### config.mk
export PLATFORM = sky130hd
export DESIGN_NAME = sd_spi_master
export DESIGN_NICKNAME = d
export VERILOG_FILES = /design/src/rtl/sd_spi_pkg.sv /design/src/rtl/sd_spi_clkgen.sv /design/src/rtl/sd_spi_master.sv
export SDC_FILE = /design/constraint.sdc
export NUM_CORES = 1
export LEC_CHECK = 0
export ABC_AREA = 1
export CORE_MARGIN = 3
export CORE_UTILIZATION = 56
export DETAILED_ROUTE_END_ITERATION = 7
export PLACE_DENSITY = 0.77
export SYNTH_ARGS = -nofsm -noshare
export SYNTH_HDL_FRONTEND = slang
export SYNTH_SLANG_ARGS = --single-unit
### constraint.sdc
create_clock -name clk_sys -period 2.73 [get_ports clk_sys]
set_input_delay 0.546 -clock clk_sys [delete_from_list [all_inputs] [get_ports clk_sys]]
set_output_delay 0.546 -clock clk_sys [all_outputs]
set_load 0.03 [all_outputs]
### src/rtl/sd_spi_pkg.sv
// Shared types and constants for the SD-card SPI master.
// The master and its clock divider both import this package.
package sd_spi_pkg;
    typedef enum logic [1:0] {
        IDLE = 2'd0,
        XFER = 2'd1,
        INIT = 2'd2
    } state_t;

    localparam int INIT_CLOCKS = 80;
    localparam int XFER_BITS   = 8;
    localparam int PHASE_W     = 8;
    localparam int BIT_W       = 7;
endpackage

### src/rtl/sd_spi_clkgen.sv
// Half-period divider: one-cycle tick every div cycles while enabled.
// A restart zeroes the phase so the first tick lands exactly div cycles later.
module sd_spi_clkgen
    import sd_spi_pkg::*;
(
    input  logic               clk_sys,
    input  logic               reset_n,
    input  logic               enable,
    input  logic               restart,
    input  logic [PHASE_W-1:0] div,
    output logic               tick
);
    localparam logic [PHASE_W-1:0] ONE = 1;

    logic [PHASE_W-1:0] cnt;

    assign tick = enable && !restart && (cnt == div - ONE);

    always_ff @(posedge clk_sys or negedge reset_n) begin
        if (!reset_n) begin
            cnt <= '0;
        end else if (restart || !enable || tick) begin
            cnt <= '0;
        end else begin
            cnt <= cnt + ONE;
        end
    end
endmodule

### src/rtl/sd_spi_master.sv
// SPI mode-0 byte master for SD cards, with slow mode and an 80-clock wakeup burst.
// A byte transfer finishes 16*D+1 cycles after start; requests while busy are dropped.
module sd_spi_master
    import sd_spi_pkg::*;
#(
    parameter int DIV_FAST = 2,
    parameter int DIV_SLOW = 80
) (
    input  logic       clk_sys,
    input  logic       reset_n,
    input  logic       start,
    input  logic [7:0] tx_byte,
    input  logic       init_req,
    input  logic       slow,
    input  logic       cs_assert,
    output logic       busy,
    output logic       done,
    output logic [7:0] rx_byte,
    output logic       sdclk,
    output logic       sdss,
    output logic       sdmosi,
    input  logic       sdmiso
);
    state_t             state, state_nxt;
    logic [PHASE_W-1:0] div_q;
    logic [6:0]         tx_shift;
    logic [7:0]         rx_shift;
    logic [BIT_W-1:0]   bit_cnt;
    logic               tick, rise, fall;
    logic               accept_start, accept_init, last_period;

    sd_spi_clkgen u_clkgen (
        .clk_sys (clk_sys),
        .reset_n (reset_n),
        .enable  (state != IDLE),
        .restart (accept_start | accept_init),
        .div     (div_q),
        .tick    (tick)
    );

    assign busy = (state != IDLE);
    assign rise = tick && !sdclk;
    assign fall = tick && sdclk;

    always_ff @(posedge clk_sys or negedge reset_n) begin
        if (!reset_n) state <= IDLE;
        else          state <= state_nxt;
    end

    always_comb begin
        state_nxt    = state;
        accept_start = 1'b0;
        accept_init  = 1'b0;
        last_period  = 1'b0;
        case (state)
            IDLE: begin
                if (init_req) begin
                    accept_init = 1'b1;
                    state_nxt   = INIT;
                end else if (start) begin
                    accept_start = 1'b1;
                    state_nxt    = XFER;
                end
            end
            XFER: begin
                if (fall && bit_cnt == BIT_W'(XFER_BITS - 1)) begin
                    last_period = 1'b1;
                    state_nxt   = IDLE;
                end
            end
            INIT: begin
                if (fall && bit_cnt == BIT_W'(INIT_CLOCKS - 1)) begin
                    last_period = 1'b1;
                    state_nxt   = IDLE;
                end
            end
            default: state_nxt = IDLE;
        endcase
    end

    always_ff @(posedge clk_sys or negedge reset_n) begin
        if (!reset_n) begin
            sdclk    <= 1'b0;
            sdss     <= 1'b1;
            sdmosi   <= 1'b1;
            done     <= 1'b0;
            rx_byte  <= 8'h00;
            div_q    <= '0;
            tx_shift <= '0;
            rx_shift <= '0;
            bit_cnt  <= '0;
        end else begin
            done <= last_period;
            case (state)
                IDLE: begin
                    sdclk   <= 1'b0;
                    sdmosi  <= 1'b1;
                    sdss    <= ~cs_assert;
                    bit_cnt <= '0;
                    if (accept_init) begin
                        div_q <= slow ? PHASE_W'(DIV_SLOW) : PHASE_W'(DIV_FAST);
                        sdss  <= 1'b1;
                    end else if (accept_start) begin
                        div_q    <= slow ? PHASE_W'(DIV_SLOW) : PHASE_W'(DIV_FAST);
                        tx_shift <= tx_byte[6:0];
                        sdmosi   <= tx_byte[7];
                        rx_shift <= '0;
                    end
                end
                XFER: begin
                    if (tick) sdclk <= ~sdclk;
                    if (rise) rx_shift <= {rx_shift[6:0], sdmiso};
                    if (fall) begin
                        if (last_period) begin
                            rx_byte <= rx_shift;
                            sdmosi  <= 1'b1;
                            bit_cnt <= '0;
                        end else begin
                            sdmosi   <= tx_shift[6];
                            tx_shift <= {tx_shift[5:0], 1'b0};
                            bit_cnt  <= bit_cnt + 1'b1;
                        end
                    end
                end
                INIT: begin
                    sdss   <= 1'b1;
                    sdmosi <= 1'b1;
                    if (tick) sdclk <= ~sdclk;
                    if (fall) bit_cnt <= last_period ? '0 : bit_cnt + 1'b1;
                end
                default: begin
                    sdclk  <= 1'b0;
                    sdmosi <= 1'b1;
                end
            endcase
        end
    end
endmodule

==> run_results.csv <==
group,metric,value,unit
timing,fmax,0.405,GHz
timing,hold_ws,0.398,ns
synthesis,synth_seq_area_share,0.450,
clock_network,clk_pin_slew,0.09,ns
routing,drt_wl_total,4.92,mm
synthesis,postSynthNetCount,333,
setup_path,setup.worst_path.class,"reg -> reg",
synthesis,synthArstFlopShare,1.00,
grt,grt_pass1_vias,1943,
timing,rsz0062_at_grt,"no",
power,power.total,2.32,mW
final_layout,drive_gt1_frac,0.140,
placed_design,port_buffers,27,
final_layout,final_nets,365,
timing,worst_pin_slew,0.998,ns
final_layout,fillers,339,
synthesis,synthTopCellsByCount,"87 x nand2_1, 44 x dfrtp_1, 33 x inv_1, 31 x nor2_1, 20 x nand3_1",
timing,tns,0,ns
routing,ant_nets,0,
floorplan,ios,28,
final_layout,area_growth,16.0,%
grt,grt_max_degree,47,
clock_network,ctsResizeCount,0,
clock_network,insertion_delay,0.31,ns
clock_network,ctsHoldBuffers,0,
routing,avgViaCountPerCell,5.15,
setup_path,critPathRequiredTime,2.97,ns
clock_network,numCtsBuffers,5,
floorplan,die_width,73.6,um
power,peakVddDrop,0.414,mV
routing,first_iter_violations,140,
timing,fin_crit_sh,0.904,
setup_path,worst_setup_path_start_kind,"flip-flop",
clock_network,cts_buffer_depth,2,
routing,dr_total_vias,2029,
power,leakagePower,1.40,nW
final_layout,register_area,1150,um2
setup_path,critPathArrivalTime,2.71,ns
synthesis,synth_top_area_share,0.430,
timing,skew,0.0110,ns
timing,setup_viol,0,
synthesis,synth_top_cell_by_area,"dfrtp_1",
timing,slew_viol_final,0,
timing,min_period,2.47,ns
setup_path,end_kind,"flip-flop",
grt,grt_first_pass_wirelength,8.52,mm
setup_path,critPathMaxFanout,23,
synthesis,synth.distinct_cells,35,
final_layout,multi_input_area,1210,um2
synthesis,ys.flop_type,"dfrtp_1",
floorplan,die_h,73.6,um
placed_design,gp_congestion,0.813,
placed_design,placed_area,2860,um2
routing,drc,0,
timing,hold_viol_final,0,
grt,gr-total-overflow,0,
synthesis,synth_cells,311,
synthesis,syn_avg_cell_area,8.24,um2
final_layout,n_antenna_cell,0,
floorplan,design.core.area,4200,um2
job,drv_cap,0,
synthesis,synth-edff-count,0,
grt,track_usage,0.203,
synthesis,ys_ff_latch,46,
clock_network,cts_sinks,46,
floorplan,initial_core_util,0.610,
clock_network,postCtsSetupRepairBufs,0,
power,power_density,780,nW/um2
synthesis,synth_area_leaders,"dfrtp_1 43%, nand2_1 13%, inv_1 4.8%",
clock_network,cts_tree,"done",
routing,wl_per_cell,12.5,um
final_layout,final_area,2970,um2
grt,antenna_found_initial,0,
routing,dr.pass1.iters,4,
synthesis,yosysMostFrequentCell,"nand2_1",
clock_network,cts_root_buffer,"clkbuf_8",
outcome,status,"complete, no violations",
hold_path,hold_path.class,"in -> async",
synthesis,syn_area,2560,um2
clock_network,cts_max_level,2,
floorplan,die_area,5420,um2
synthesis,synth_warnings,0,
floorplan,fp-row-count,23,
timing,slew_headroom,0.335,
placed_design,hpwl,3.54,mm
==> through the flow <==
stage,std cells,util,setup slack (ns)
after detailed placement,386,0.680,0.283
after global routing,394,0.707,0.0138
after global placement,386,0.680,0.360
after floorplan,311,-,0.710
final,394,0.707,0.262
after CTS,394,0.707,0.248
==> critical path, cell delays in order, from the launching register on <==
cell and delay, ns:
dfrtp_1 0.42, inv_1 0.17, ha_1 0.28, nand2_1 0.10
inv_1 0.04, nor2_1 0.08, nand2_1 0.07, nor2_2 0.09
nand2_2 0.09, nor2_4 0.11, nand4_2 0.12, nand2_4 0.16
nand3_4 0.30, nand2_4 0.22, nand2_1 0.07, nand2_1 0.06
==> power breakdown <==
group          switching [mW]  total, mW  internal (mW)  leakage, nW
Clock                   0.246      0.520          0.275       0.0585
Combinational           0.605      0.916          0.311        0.726
Sequential             0.0807      0.880          0.800        0.617
Total                   0.931       2.32           1.39         1.40
==> routing by layer <==
layer  global-route usage  part of all wire
met3               0.0492             0.033
met5                    0                 0
met2                0.327              0.47
met4               0.0624            0.0073
met1                0.271              0.49
==> state kept, by name (all words and copies together), names as in the netlist <==
| name | cells |
|---|---|
| div_q | 2 |
| state | 2 |
| tx_shift | 7 |
| done | 1 |
| rx_shift | 8 |
| bit_cnt | 7 |
| sdclk | 1 |
| rx_byte | 8 |
| sdss | 1 |
| u_clkgen.cnt | 8 |
| sdmosi | 1 |
==> logic make-up (layout without fill, tap and decap cells) <==
kind of cell    after synthesis  count (layout)  share of synthesized area
compound gates               38              38                     0.0962
fa+ha+maj                     7               7                     0.0342
xor+xnor                      8               8                     0.0274
buf+inv                      42              75                     0.0762
flops                        46              46                      0.450
simple gates                170             170                      0.316
==> path summary, 6_finish.rpt <==
check | start | end | slack (ns) | cells after the start
setup / recovery | div_q[1] | tx_shift[6] | 0.26 | 15
hold / removal | reset_n | u_clkgen.cnt[3] | 0.40 | 1
setup reg to reg | div_q[1] | tx_shift[6] | 0.26 | 15
hold reg to reg | tx_shift[3] | tx_shift[3] | 0.48 | 2
max in group asynchronous | reset_n | sdmosi | 1.64 | 2
min in group clk_sys | tx_shift[3] | tx_shift[3] | 0.48 | 2
==> layout make-up <==
class                           count  share of cell area
Clock buffer                        5              0.0232
Multi-Input combinational cell    223               0.408
Inverter                           36              0.0455
Tap cell                           50              0.0211
Timing Repair Buffer               31              0.0994
Clock inverter                      3              0.0147
Sequential cell                    46               0.388
==> cells in the final DEF (no fill, tap or decap), types with 2 or more instances in the layout <==
| cell | Yosys | routed |
|---|---|---|
| a21oi_1 | 7 | 7 |
| buf_4 | 0 | 4 |
| clkbuf_8 | 0 | 5 |
| clkdlybuf4s50_1 | 0 | 26 |
| dfrtp_1 | 44 | 44 |
| dfstp_2 | 2 | 2 |
| ha_1 | 7 | 7 |
| inv_1 | 33 | 33 |
| inv_2 | 3 | 3 |
| nand2_1 | 87 | 87 |
| nand2_2 | 10 | 10 |
| nand2_4 | 2 | 2 |
| nand3_1 | 20 | 20 |
| nand4_1 | 2 | 2 |
| nand4_2 | 2 | 2 |
| nor2_1 | 31 | 31 |
| nor3_1 | 4 | 4 |
| nor3_2 | 2 | 2 |
| nor3b_1 | 2 | 2 |
| o21ai_0 | 15 | 15 |
| o21ai_2 | 8 | 8 |
| o31ai_1 | 4 | 4 |
| xnor2_1 | 2 | 2 |
| xor2_1 | 6 | 6 |
Note: power is estimated with default switching activity, not from simulation.
